===== src/rtl/surf_cin_transmitter_pkg.sv =====
// Shared types and constants for the SURF command-input (CIN) transmitter.
package surf_cin_pkg;

   typedef enum logic [1:0] {
      WAIT_SYNC = 2'd0,
      TRAIN     = 2'd1,
      RUN       = 2'd2
   } cin_state_t;

   localparam int unsigned NIBBLES_PER_WORD = 8;
   localparam int unsigned CIN_WORD_WIDTH   = 32;
   localparam int unsigned NIBBLE_WIDTH     = 4;
   localparam int unsigned PHASE_WIDTH      = 3;
   localparam int unsigned COUNT_WIDTH      = 16;

   localparam logic [CIN_WORD_WIDTH-1:0] IDLE_WORD  = 32'h0;
   localparam logic [PHASE_WIDTH-1:0]    LAST_PHASE = PHASE_WIDTH'(NIBBLES_PER_WORD - 1);

endpackage : surf_cin_pkg


===== src/rtl/surf_cin_transmitter.sv =====
// Serialises 32-bit command words into 4-bit nibbles (MSB first) for the SURF
// CIN OSERDES, framed by sync_i, with a training pattern mode.
module surf_cin_transmitter
   import surf_cin_pkg::*;
#(
   parameter logic                      CIN_INV       = 1'b0,
   parameter logic [CIN_WORD_WIDTH-1:0] TRAIN_PATTERN = 32'hA55A6996
) (
   input  logic                      sysclk_i,
   input  logic                      rst_i,
   input  logic                      sync_i,
   input  logic                      train_enable_i,
   input  logic [CIN_WORD_WIDTH-1:0] cmd_data_i,
   input  logic                      cmd_valid_i,
   output logic                      cmd_ready_o,
   output logic [NIBBLE_WIDTH-1:0]   cin_o,
   output logic                      running_o,
   output logic                      sync_realign_o,
   output logic [COUNT_WIDTH-1:0]    cmd_count_o
);

   cin_state_t                r_state;
   cin_state_t                w_state_nxt;
   logic [PHASE_WIDTH-1:0]    r_p;
   logic [PHASE_WIDTH-1:0]    w_p_nxt;
   logic [CIN_WORD_WIDTH-1:0] r_sr;
   logic [CIN_WORD_WIDTH-1:0] w_sr_nxt;
   logic                      r_realign;
   logic [COUNT_WIDTH-1:0]    r_count;
   logic                      w_load;
   logic                      w_ready;
   logic                      w_realign;
   logic                      w_accept;

   // State register
   always_ff @(posedge sysclk_i) begin
      if (rst_i) begin
         r_state <= WAIT_SYNC;
      end else begin
         r_state <= w_state_nxt;
      end
   end

   // Next state, word framing and shift-register update
   always_comb begin
      w_state_nxt = r_state;
      w_p_nxt     = r_p;
      w_sr_nxt    = r_sr;
      w_ready     = 1'b0;
      w_load      = ((r_p == LAST_PHASE) || sync_i) && ((r_state != WAIT_SYNC) || sync_i);

      case (r_state)
         WAIT_SYNC: begin
            if (sync_i) begin
               w_state_nxt = train_enable_i ? TRAIN : RUN;
            end
         end
         TRAIN, RUN: begin
            if (w_load) begin
               w_state_nxt = train_enable_i ? TRAIN : RUN;
            end
         end
         default: w_state_nxt = WAIT_SYNC;
      endcase

      if (w_load) begin
         w_p_nxt = '0;
         if (w_state_nxt == TRAIN) begin
            w_sr_nxt = TRAIN_PATTERN;
         end else begin
            w_sr_nxt = cmd_valid_i ? cmd_data_i : IDLE_WORD;
            w_ready  = 1'b1;
         end
      end else if (r_state == WAIT_SYNC) begin
         w_p_nxt  = '0;
         w_sr_nxt = '0;
      end else begin
         w_p_nxt  = PHASE_WIDTH'(r_p + PHASE_WIDTH'(1));
         w_sr_nxt = {r_sr[CIN_WORD_WIDTH-NIBBLE_WIDTH-1:0], {NIBBLE_WIDTH{1'b0}}};
      end
   end

   // A sync that lands mid-word while framed truncates the word in flight
   assign w_realign = sync_i && (r_state != WAIT_SYNC) && (r_p != LAST_PHASE);
   assign w_accept  = w_ready && cmd_valid_i;

   // Datapath registers: phase, shift register, realign pulse, accept counter
   always_ff @(posedge sysclk_i) begin
      if (rst_i) begin
         r_p       <= '0;
         r_sr      <= '0;
         r_realign <= 1'b0;
         r_count   <= '0;
      end else begin
         r_p       <= w_p_nxt;
         r_sr      <= w_sr_nxt;
         r_realign <= w_realign;
         if (w_accept) begin
            r_count <= COUNT_WIDTH'(r_count + COUNT_WIDTH'(1));
         end
      end
   end

   assign cmd_ready_o    = w_ready;
   assign cin_o          = r_sr[CIN_WORD_WIDTH-1 -: NIBBLE_WIDTH] ^ {NIBBLE_WIDTH{CIN_INV}};
   assign running_o      = (r_state == RUN);
   assign sync_realign_o = r_realign;
   assign cmd_count_o    = r_count;

endmodule : surf_cin_transmitter


===== config.mk =====
export PLATFORM = sky130hd
export DESIGN_NAME = surf_cin_transmitter
export DESIGN_NICKNAME = d
export VERILOG_FILES = /design/src/rtl/surf_cin_transmitter_pkg.sv /design/src/rtl/surf_cin_transmitter.sv
export SDC_FILE = /design/constraint.sdc
export NUM_CORES = 1
export LEC_CHECK = 0
export CORE_ASPECT_RATIO = 0.75
export CORE_MARGIN = 4
export CORE_UTILIZATION = 43
export CTS_BUF_LIST = sky130_fd_sc_hd__clkbuf_16
export CTS_CLUSTER_DIAMETER = 60
export DETAILED_ROUTE_END_ITERATION = 10
export PLACE_DENSITY = 0.75
export SLEW_MARGIN = 15
export SYNTH_ARGS = -nofsm -noshare
export SYNTH_HDL_FRONTEND = slang
export SYNTH_SLANG_ARGS = --single-unit

===== constraint.sdc =====
create_clock -name sysclk_i -period 1.9 [get_ports sysclk_i]
set_input_delay 0.38 -clock sysclk_i [delete_from_list [all_inputs] [get_ports sysclk_i]]
set_output_delay 0.38 -clock sysclk_i [all_outputs]
set_load 0.05 [all_outputs]

; ---- Word-level counts from Yosys, hierarchy flattened
; Cells that the tools add are included.
; Widths: inputs -> output; s select.
[classes]
addsub = 2
eq_ne = 5
mux = 10
n_reduce_logical = 10
[ops]
columns = cell, count
row1 = $mux 32, 4
row2 = $add 16x1->16 const B, 1
row3 = $mux 2, 3
row4 = $eq 2x1->1 const B, 2
row5 = $logic_and 1x1->1, 4
row6 = $pmux 2 s2, 1
row7 = $add 3x1->3 const B, 1
row8 = $eq 3x3->1 const B, 1
row9 = $ne 3x3->1 const B, 1
row10 = $reduce_or 3->1, 1
row11 = $eq 2x2->1 const B, 1
row12 = $logic_not 2->1, 1
row13 = $logic_or 1x1->1, 2
row14 = $mux 1, 2
row15 = $reduce_bool 2->1, 1
row16 = $reduce_or 2->1, 1
[totals]
inputBits = 37
regBits = 54
out_inout_bits = 23
word_cells = 32

; ---- Longest topological paths before layout
; Gate-level depths: netlist of the first run.
[depth]
depth_word = 9
depth_mapped = 10
mapped_depth_nobuf = 7

; ---- Least setup slack after synthesis of the first run
; Ideal clock, no wire load.
[synth_timing]
kind = register to output
from = register r_p[0]
to = output port cmd_ready_o
required_time_ns = 1.520
setup_slack_ns = -0.187
arrival_time_ns = 1.707
path_stages_with_launch = 9
path_buffers = 2
path_cell_list = dfxtp_1 ha_1 ha_1 nand2b_1 nand3_2 a211oi_2 buf_6 nor2_2 buf_6
[synth_between]
elab_chain_len = 8
[synth_rtl]
columns = element, line
row1 = start: declaration, surf_cin_transmitter.sv:24  ; logic [PHASE_WIDTH-1:0] r_p;
row2 = start signal: assignment, surf_cin_transmitter.sv:95  ; r_p <= w_p_nxt;
row3 = $eq 3x3->1 *, surf_cin_transmitter.sv:50  ; w_load = ((r_p == LAST_PHASE) || sync_i) && ((r_state != WAIT_SYNC) || sync_i);
row4 = $logic_or 1x1->1 *, surf_cin_transmitter.sv:50
row5 = $logic_and 1x1->1 *, surf_cin_transmitter.sv:50
row6 = $mux 2, surf_cin_transmitter.sv:59  ; if (w_load) begin
row7 = $pmux 2 s2, surf_cin_transmitter.sv:52  ; case (r_state)
row8 = $eq 2x1->1, surf_cin_transmitter.sv:68  ; if (w_state_nxt == TRAIN) begin
row9 = $mux 1, surf_cin_transmitter.sv:68
row10 = $mux 1 *, surf_cin_transmitter.sv:66  ; if (w_load) begin
row11 = end: declaration, surf_cin_transmitter.sv:15  ; output logic cmd_ready_o,
; Every way passes the cells marked *; elsewhere a longest branch is shown, timed or not.

; ---- Final worst setup path of the first run
[layout_timing]
from = register r_state[0]
to = output port cmd_ready_o
[layout_between]
elab_chain_len = 8
word_cells_on_any_way = 13
cone_classes = 3 x eq/ne / 5 x mux / 5 x reduce/logical
[layout_rtl]
columns = element, line
row1 = start: declaration, surf_cin_transmitter.sv:22  ; cin_state_t r_state;
row2 = start signal: assignment, surf_cin_transmitter.sv:40  ; r_state <= w_state_nxt;
row3 = $reduce_bool 2->1, surf_cin_transmitter.sv:50
row4 = $logic_or 1x1->1, surf_cin_transmitter.sv:50
row5 = $logic_and 1x1->1, surf_cin_transmitter.sv:50
row6 = $mux 2, surf_cin_transmitter.sv:59
row7 = $pmux 2 s2, surf_cin_transmitter.sv:52
row8 = $eq 2x1->1, surf_cin_transmitter.sv:68
row9 = $mux 1, surf_cin_transmitter.sv:68
row10 = $mux 1 *, surf_cin_transmitter.sv:66
; Marks and branches as above.

==> results.md, run 1 <==
Layout:
- The final design instance area without fill is 0.00371 sq mm.
- From synthesis to final layout, the design area changed by 61.7%.
- The most common cell after layout, fill and taps aside is sky130_fd_sc_hd__buf_4.
- The core utilization of the finished layout is 0.737.
- The share of final-layout standard cells stronger than drive strength 1 is 0.374.
- Across the whole layout, storage elements account for 0.00109 sq mm.
- The number of antenna diodes in the final layout is 0.
- The net count of the finished layout is 387.
- After filler insertion, the fill cell instance count of the layout stands at ~360.
- The top cell types in the final layout, fill and taps aside, are 50 x sky130_fd_sc_hd__buf_4, 43 x sky130_fd_sc_hd__dfxtp_1, 41 x sky130_fd_sc_hd__clkdlybuf4s50_1.
- In the final layout, the multi-input gates occupy between 0.001 and 0.0015 sq mm.

Critical path:
- The worst setup path category is flop to primary output.
- The arrival time at the worst endpoint is between 1.5 and 2 ns.
- On the critical path, the stage with the largest delay is an instance of sky130_fd_sc_hd__a211oi_4.
- The maximum fanout count along the critical path is 2.
- The worst setup path is captured at a primary output.
- The largest single stage delay on the critical path is 0.37 ns.
- Traced cell by cell, the critical path runs through inv_2 -> ha_4 -> o2bb2ai_4 -> a31oi_4 -> a211oi_4 -> nor2_4 -> buf_6.
- STA classifies the critical path startpoint as a flop.
- The critical path buffer and inverter count is 2.
- The required time of the worst setup path is around 1.5 ns.
- The kind of cell with the highest combined delay on the critical path is compound AO/OA/AOI/OAI gates.

Floorplan:
- The initial utilization of the core area, before any placement, comes to 0.456.
- The cell row count is 22.
- The floorplan core area is between 0.005 and 0.006 sq mm.
- The width of the die is between 90 and 100 um.
- The die covers 0.00659 sq mm.
- In this run the count of I/O pins placed on the die edge is 60.
- The height of the die is slightly above 70 um.

Synthesis:
- The post-synthesis average cell area is around 9.3 sq um.
- The number of instances in the synthesized netlist is 247.
- The number of distinct standard cells referenced by the synthesized netlist is 36.
- The total standard cell area after synthesis is 0.00230 sq mm.
- The share of the Yosys chip area taken by registers is 0.471.
- The post-synthesis sequential element count is 54.
- In the synthesized netlist the dominant register cell turns out to be sky130_fd_sc_hd__dfxtp_1.
- The fraction of registers with async set or reset after synthesis is 0.
- The net count after synthesis is 290.
- Yosys printed 0 warnings.
- The synthesized design contains 0 enable-type register cells.

Global route:
- The first global-routing pass estimated between 10,000 and 15,000 um of wire.
- The total routing resource utilization after global routing is 0.191.
- Entering global routing, the biggest net connects 19 pins.
- The aggregate global routing overflow is 0.
- The number of antenna violations at the first check in global routing is 0.
- The via count of the first global-routing pass is approximately 2,100.

Routing:
- The count of nets left with antenna violations once routing finished came out at 0.
- Using the TritonRoute via totals, the vias-per-cell ratio works out to 5.41.
- The post-detailed-routing wire length is roughly 7000 um.
- After detailed routing, the average wire length per cell comes to between 15 and 20 um.
- For this block, the initial DRC count from the detailed router was about 130.
- The number of iterations in the first detailed-routing pass is 4.
- For this run, design rule violations remaining after detail routing come to 0.
- Summing over every cut layer, the via total after detailed routing is roughly 2,300.

CTS:
- Clock tree synthesis found a total of 54 sinks.
- The root buffer cell is sky130_fd_sc_hd__clkbuf_16.
- The number of clock buffers inserted by TritonCTS is 5.
- The total number of H-tree levels is 2.
- At the later pin of the worst-skew pair, clock insertion delay measures around 0.29 ns.
- TritonCTS built the clock tree.
- In this run the deepest clock path goes through 2 buffers.
- The clock-pin slew of the registers on the worst-case setup and hold paths is about 0.07 ns.

Pwr:
- The leakage power of the design is approximately 1.5 nW.
- Across the VDD grid, the largest voltage drop is ~0.47 mV.
- The power density over cell area is just under 800 mW/mm^2.

STA:
- The final setup slack of the worst path is -0.227 ns.
- The post-route clock period utilization is 1.12.
- Counting I/O delays and the setup requirement, the final critical path takes between 2 and 2.5 ns.
- The post-route clock skew is 0.00396 ns.
- Setup repair after global routing could not meet its margin everywhere.
- The max-slew violation total from the final report is 0.
- The fmax is approximately 470 MHz.
- The final-report hold violation count is 0.
- The headroom to the max-slew limit is 0.590.
- The slew of the pin with the lowest slew margin is roughly 0.61 ns.
- The final-report setup violation count is 32.

Placed design:
- The routability congestion estimate from global placement is 0.816.
- After legalization and detailed placement, the total HPWL measured slightly above 4000 um.
- The placed instances occupy a cell area of around 0.0031 sq mm.
- The worst slack after detailed placement is -0.440 ns.
- The count of buffers inserted at the top-level ports is between 50 and 60.

Status:
- The final reports fail on negative setup slack.
- The run finished, with violations left.

Job:
- The max-cap check violation count is 0.

Worst hold path:
- In this run the worst hold path is classified as flop to flop.
[sequential cells by signal (all words and copies together), names as in the netlist]
| name | cells |
|---|---|
| r_p | 3 |
| r_state | 2 |
| sync_realign_o | 1 |
| cmd_count_o | 16 |
| r_sr | 32 |
[path summary, 6_finish.rpt]
| check | from | to | slack [ns] | cells after the start |
|---|---|---|---|---|
| max reg2reg | r_p[0] | cmd_count_o[14] | -0.18 | 9 |
| max | r_state[0] | cmd_ready_o | -0.23 | 7 |
| min | r_p[0] | r_p[0] | 0.44 | 1 |
| min reg2reg | r_p[0] | r_p[0] | 0.44 | 1 |
[power by group]
group	leakage, nW	internal [mW]	total [mW]	switching [mW]
registers	0.445	1.18	1.20	0.0208
clock network	0.0812	0.617	1.02	0.403
logic	0.968	0.326	0.654	0.328
total	1.49	2.13	2.88	0.752
[synthesized netlist by cell type (3+ instances only)]
library cell | number | share of area
sky130_fd_sc_hd__a21oi_1 | 42 | 0.092
sky130_fd_sc_hd__a22o_1 | 14 | 0.053
sky130_fd_sc_hd__and3_1 | 4 | 0.011
sky130_fd_sc_hd__buf_2 | 5 | 0.011
sky130_fd_sc_hd__buf_4 | 4 | 0.013
sky130_fd_sc_hd__buf_6 | 5 | 0.025
sky130_fd_sc_hd__clkbuf_1 | 6 | 0.0098
sky130_fd_sc_hd__dfxtp_1 | 54 | 0.47
sky130_fd_sc_hd__ha_1 | 6 | 0.033
sky130_fd_sc_hd__inv_1 | 6 | 0.0098
sky130_fd_sc_hd__mux2_2 | 3 | 0.015
sky130_fd_sc_hd__nand2_1 | 25 | 0.041
sky130_fd_sc_hd__nand3_1 | 6 | 0.013
sky130_fd_sc_hd__nand4_1 | 3 | 0.0082
sky130_fd_sc_hd__nor2_1 | 9 | 0.015
sky130_fd_sc_hd__nor2b_1 | 4 | 0.011
sky130_fd_sc_hd__nor3_1 | 5 | 0.011
sky130_fd_sc_hd__nor4_1 | 3 | 0.0082
sky130_fd_sc_hd__o21ai_0 | 4 | 0.0087
sky130_fd_sc_hd__o31ai_1 | 9 | 0.029
sky130_fd_sc_hd__or3_1 | 3 | 0.0082
sky130_fd_sc_hd__or4_1 | 9 | 0.029
[timing repair]
| action | CTS | global route |
|---|---|---|
| buffers inserted | 10 | 6 |
| hold buffers | 0 | 0 |
| endpoints found under the setup margin | 37 | 49 |
| gates cloned | 3 | 0 |
| gates resized for setup | 47 | 20 |
| pin swaps | 31 | 15 |
[area by class of cell]
cell class,instances,share of cell area
multi-input combinational,167,0.357
clock buffer,5,0.0337
inverter,6,0.00606
sequential,54,0.295
tap,72,0.0243
timing repair buffer,110,0.273
clock inverter,3,0.0111
[worst reg2reg max path: stages, from the launching register on]
cell,delay [ns]
sky130_fd_sc_hd__dfxtp_2,0.35
sky130_fd_sc_hd__ha_4,0.13
sky130_fd_sc_hd__ha_4,0.18
sky130_fd_sc_hd__nand2b_1,0.08
sky130_fd_sc_hd__a21oi_2,0.25
sky130_fd_sc_hd__a211oi_4,0.10
sky130_fd_sc_hd__buf_6,0.17
sky130_fd_sc_hd__buf_6,0.13
sky130_fd_sc_hd__or4_4,0.49
sky130_fd_sc_hd__a21oi_2,0.14
[per-layer routing]
| metal | global-route usage | part of all wire | vias to the layer above |
|---|---|---|---|
| li1 | - | - | 1086 |
| met1 | 0.256 | 0.43 | 1090 |
| met2 | 0.306 | 0.51 | 70 |
| met3 | 0.0462 | 0.055 | 11 |
| met4 | 0.0593 | 0.014 | 0 |
| met5 | 0 | 0 | - |
[through the flow]
stage	std cells	power, mW	hold slack, ns	TNS, ns
2_1_floorplan	247	1.52	0.407	-0.0814
3_3_place_gp	390	1.69	0.420	-13.00
3_5_place_dp	390	1.70	0.432	-15.51
4_1_cts	411	2.83	0.448	-1.19
5_1_grt	417	2.97	0.455	-6.44
6_report	417	2.88	0.444	-3.90
[cell families (layout without fill, tap and decap cells)]
| group | count (synthesis) | after routing | synth area share |
|---|---|---|---|
| compound gates | 76 | 76 | 0.211 |
| fa+ha+maj | 6 | 6 | 0.0327 |
| buf+inv | 26 | 124 | 0.0681 |
| flops | 54 | 54 | 0.471 |
| mux | 4 | 4 | 0.0196 |
| simple gates | 81 | 81 | 0.198 |
Note: power is estimated with default switching activity, not from simulation.
==> run 2: changes to the inputs <==
--- a/config.mk
+++ b/config.mk
@@ -11,7 +11,9 @@
 export CTS_BUF_LIST = sky130_fd_sc_hd__clkbuf_16
 export CTS_CLUSTER_DIAMETER = 60
 export DETAILED_ROUTE_END_ITERATION = 10
+export GPL_TIMING_DRIVEN = 0
 export PLACE_DENSITY = 0.75
+export RECOVER_POWER = 100
 export SLEW_MARGIN = 15
 export SYNTH_ARGS = -nofsm -noshare
 export SYNTH_HDL_FRONTEND = slang
==> results.md, run 2 (same netlist as run 1, synthesis figures left out) <==
CTS:
- The TritonCTS clock tree is done.
- The total number of H-tree levels was 2 (unchanged).
- The clock latency at the later pin of the worst-skew pair is 0.29 ns (about the same).
- The clock-pin slew of the registers on the worst-case setup and hold paths is 0.07 ns (about the same).
- The number of buffers on the longest clock path was 2 (unchanged).
- The root buffer cell is sky130_fd_sc_hd__clkbuf_16.
- The number of sinks driven by the clock tree came to 54 (unchanged).
- The number of clock buffers inserted by TritonCTS is 5 (unchanged).
- The hold buffer count at CTS is 0 (unchanged).

Global route:
- The total routing resource utilization after global routing is 0.183 (-0.00812).
- The number of antenna violations at the first check in global routing came to 0 (unchanged).
- The via count of the first global-routing pass came to 2,078 (-1.8%).
- The aggregate global routing overflow is 0 (unchanged).
- The maximum number of pins on one net before global-route repair was 17 (-2).
- The wire length of the first global-routing pass was 9640 um (-4.5%).

Critical path:
- The depth of the most critical reg-to-reg path is 9 (unchanged).
- The required time of the worst setup path was 1.52 ns (about the same).
- The sort of element at the start of the critical path is a flop.
- The maximum fanout count along the critical path came to 5 (+3).
- The worst setup slack for register-to-register paths came to -0.18 ns (about the same).
- The source of the worst register-to-register timing path is r_state[0].
- The arrival time at the worst endpoint was 1.78 ns (+0.03 ns).
- The kind of capture point of the worst setup path is a primary output.
- The endpoint identified for the worst register-to-register timing path is cmd_count_o[5].
- The worst setup path category is flop to primary output.

Pwr:
- The peak supply drop is 0.391 mV (-17%).
- The net switching component of the power was 0.714 mW (-5.0%).
- The internal portion of total power is 2.04 mW (-3.9%).
- The power density over cell area was 822 mW/mm^2 (+6.1%).
- The share of total power in the clock network came to 0.369 (+0.015).
- The total power is 2.76 mW (-4.2%).
- The leakage power of the design is 1.26 nW (-15%).
- The part of the power in combinational logic came to 0.195 (-0.032).
- The sequential group share of total power is 0.437 (+0.019).
- The switching share of power is 0.259 (-0.00220).

Floorplan:
- The starting density of the core came to 0.456 (unchanged).
- The area enclosed by the die boundary is 0.00659 sq mm (unchanged).
- The floorplan core area came to 0.00504 sq mm (unchanged).
- The cell row count is 22 (unchanged).
- The width of the die is 92.4 um (unchanged).
- The number of ports placed on the die boundary is 60 (unchanged).
- The height of the die is 71.3 um (unchanged).

Routing:
- The routed length per instance came to 15.6 um (-6.5%).
- The number of iterations in the first detailed-routing pass is 4 (unchanged).
- The detailed-route via count is 2,134 (-5.4%).
- The residual DRC count is 0 (unchanged).
- The number of DRC violations after detailed-routing iteration 0 is 144 (+7.5%).
- The final antenna-violating net count is 0 (unchanged).
- The post-detailed-routing wire length is 6090 um (-12%).
- The detail-routed via count per cell is 5.46 (+0.84%).

Status:
- The flow ran to the end, but the final reports show violations.
- The checks that failed: negative setup slack.

Layout:
- The core utilization of the finished layout is 0.666 (-0.0718).
- Ranked by flip-flop count, first place goes to r_sr.
- The net count of the finished layout is 361 (-6.7%).
- The layout-stage area growth over the synthesis result is 46.0%.
- The final antenna diode count came to 0 (unchanged).
- The share of final-layout standard cells stronger than drive strength 1 came to 0.238 (-0.136).
- The final design instance area without fill is 0.00335 sq mm (-9.7%).
- The flip-flop count of the largest register after layout is 32 (unchanged).
- The top cell types in the final layout, fill and taps aside, are 44 x sky130_fd_sc_hd__clkdlybuf4s50_1, 43 x sky130_fd_sc_hd__dfxtp_1, 36 x sky130_fd_sc_hd__a21oi_1.
- The final cell count without fillers is 391 (-6.2%).
- The most common cell after layout, fill and taps aside is sky130_fd_sc_hd__clkdlybuf4s50_1.

STA:
- Setup repair after global routing could not meet its margin everywhere.
- The final-report hold violation count came to 0 (unchanged).
- The final-report setup violation count is 18 (-44%).
- The clock period minus final worst setup slack was 2.16 ns (+0.0325 ns).
- The final setup slack of the worst path was -0.260 ns (-0.0325 ns).
- The post-route clock period utilization is 1.14 (+0.0171).
- The accumulated negative setup slack is -2.17 ns (+1.73 ns).
- The post-route clock skew is 0.00735 ns (+0.00339 ns).
- The fmax came to 463 MHz (-1.5%).
- The slew of the pin with the lowest slew margin is 0.600 ns (-0.0141 ns).
- The max-slew violation total from the final report is 0 (unchanged).
- The headroom to the max-slew limit was 0.600 (+0.00984).

Placed design:
- The placed instance area was 0.00302 sq mm (-3.4%).
- The estimated wirelength of the detail-placed design is 4090 um (+1.5%).
- The routability congestion estimate from global placement is 0.847 (+3.8%).
- The number of cells in the design after placement is 376 (-3.6%).
- The count of buffers inserted at the top-level ports came to 57 (-3.4%).

Worst hold path:
- The hold path startpoint is r_p[0].
- The worst hold path terminates at r_p[0].
- The number of cells traversed by the worst hold path is 1 (unchanged).
- The worst hold path class is flop to flop.

Job:
- The max-cap check violation count is 0 (unchanged).
[run 2: worst max-delay path by stage]
stage / from / endpoint / slack [ns]
after global placement: train_enable_i / cmd_ready_o / -1.18
after floorplan: r_state[0] / cmd_ready_o / -0.06
after CTS: r_p[0] / cmd_ready_o / -0.22
after detailed placement: train_enable_i / cmd_ready_o / -1.20
final: r_p[0] / cmd_ready_o / -0.26
after global routing: r_p[0] / cmd_ready_o / -0.30
[run 2: power by group through the flow]
stage               logic (mW)  clock network (mW)  registers (mW)
floorplan                0.288                   0            1.24
global placement         0.452                   0            1.23
detailed placement       0.457                   0            1.23
CTS                      0.523                1.03            1.20
global route             0.570                1.06            1.21
finish                   0.537                1.02            1.20
[run 2: critical path, stage by stage, from the launching register on]
cell                       delay [ns]
sky130_fd_sc_hd__dfxtp_2         0.33
sky130_fd_sc_hd__ha_4            0.16
sky130_fd_sc_hd__ha_4            0.19
sky130_fd_sc_hd__nand2b_4        0.09
sky130_fd_sc_hd__nand3_4         0.07
sky130_fd_sc_hd__a211oi_4        0.31
sky130_fd_sc_hd__buf_6           0.15
sky130_fd_sc_hd__nor2_4          0.04
sky130_fd_sc_hd__buf_12          0.14
[run 2: layer usage]
layer | vias up | GRT usage | routed length, um
li1 | 1031 | - | -
met3 | 12 | 0.0399 | 272
met5 | - | 0 | 0
met2 | 54 | 0.305 | 2900
met1 | 1037 | 0.229 | 2800
met4 | 0 | 0.0791 | 121
[run 2: layout make-up]
cell class | count | area, sq um
fill | 407 | 1680
multi-input combinational | 167 | 1250
sequential | 54 | 1090
timing repair buffer | 66 | 609
clock buffer | 5 | 125
buffer | 18 | 120
tap | 72 | 90.1
clock inverter | 3 | 41.3
inverter | 6 | 22.5
[run 2: metrics by stage]
stage | hold WS (ns) | setup slack [ns]
detailed placement | 0.425 | -1.20
global route | 0.454 | -0.297
CTS | 0.438 | -0.224
floorplan | 0.407 | -0.0592
global placement | 0.421 | -1.18
finish | 0.436 | -0.260
[run 2: what timing repair did]
action / 4_1_cts / 5_1_grt
cloned: 0 / 0
gates resized for setup: 40 / 14
pin swaps: 16 / 0
endpoints found under the hold margin: 0 / 0
buffers inserted: 9 / 0
setup endpoints to repair: 43 / 51
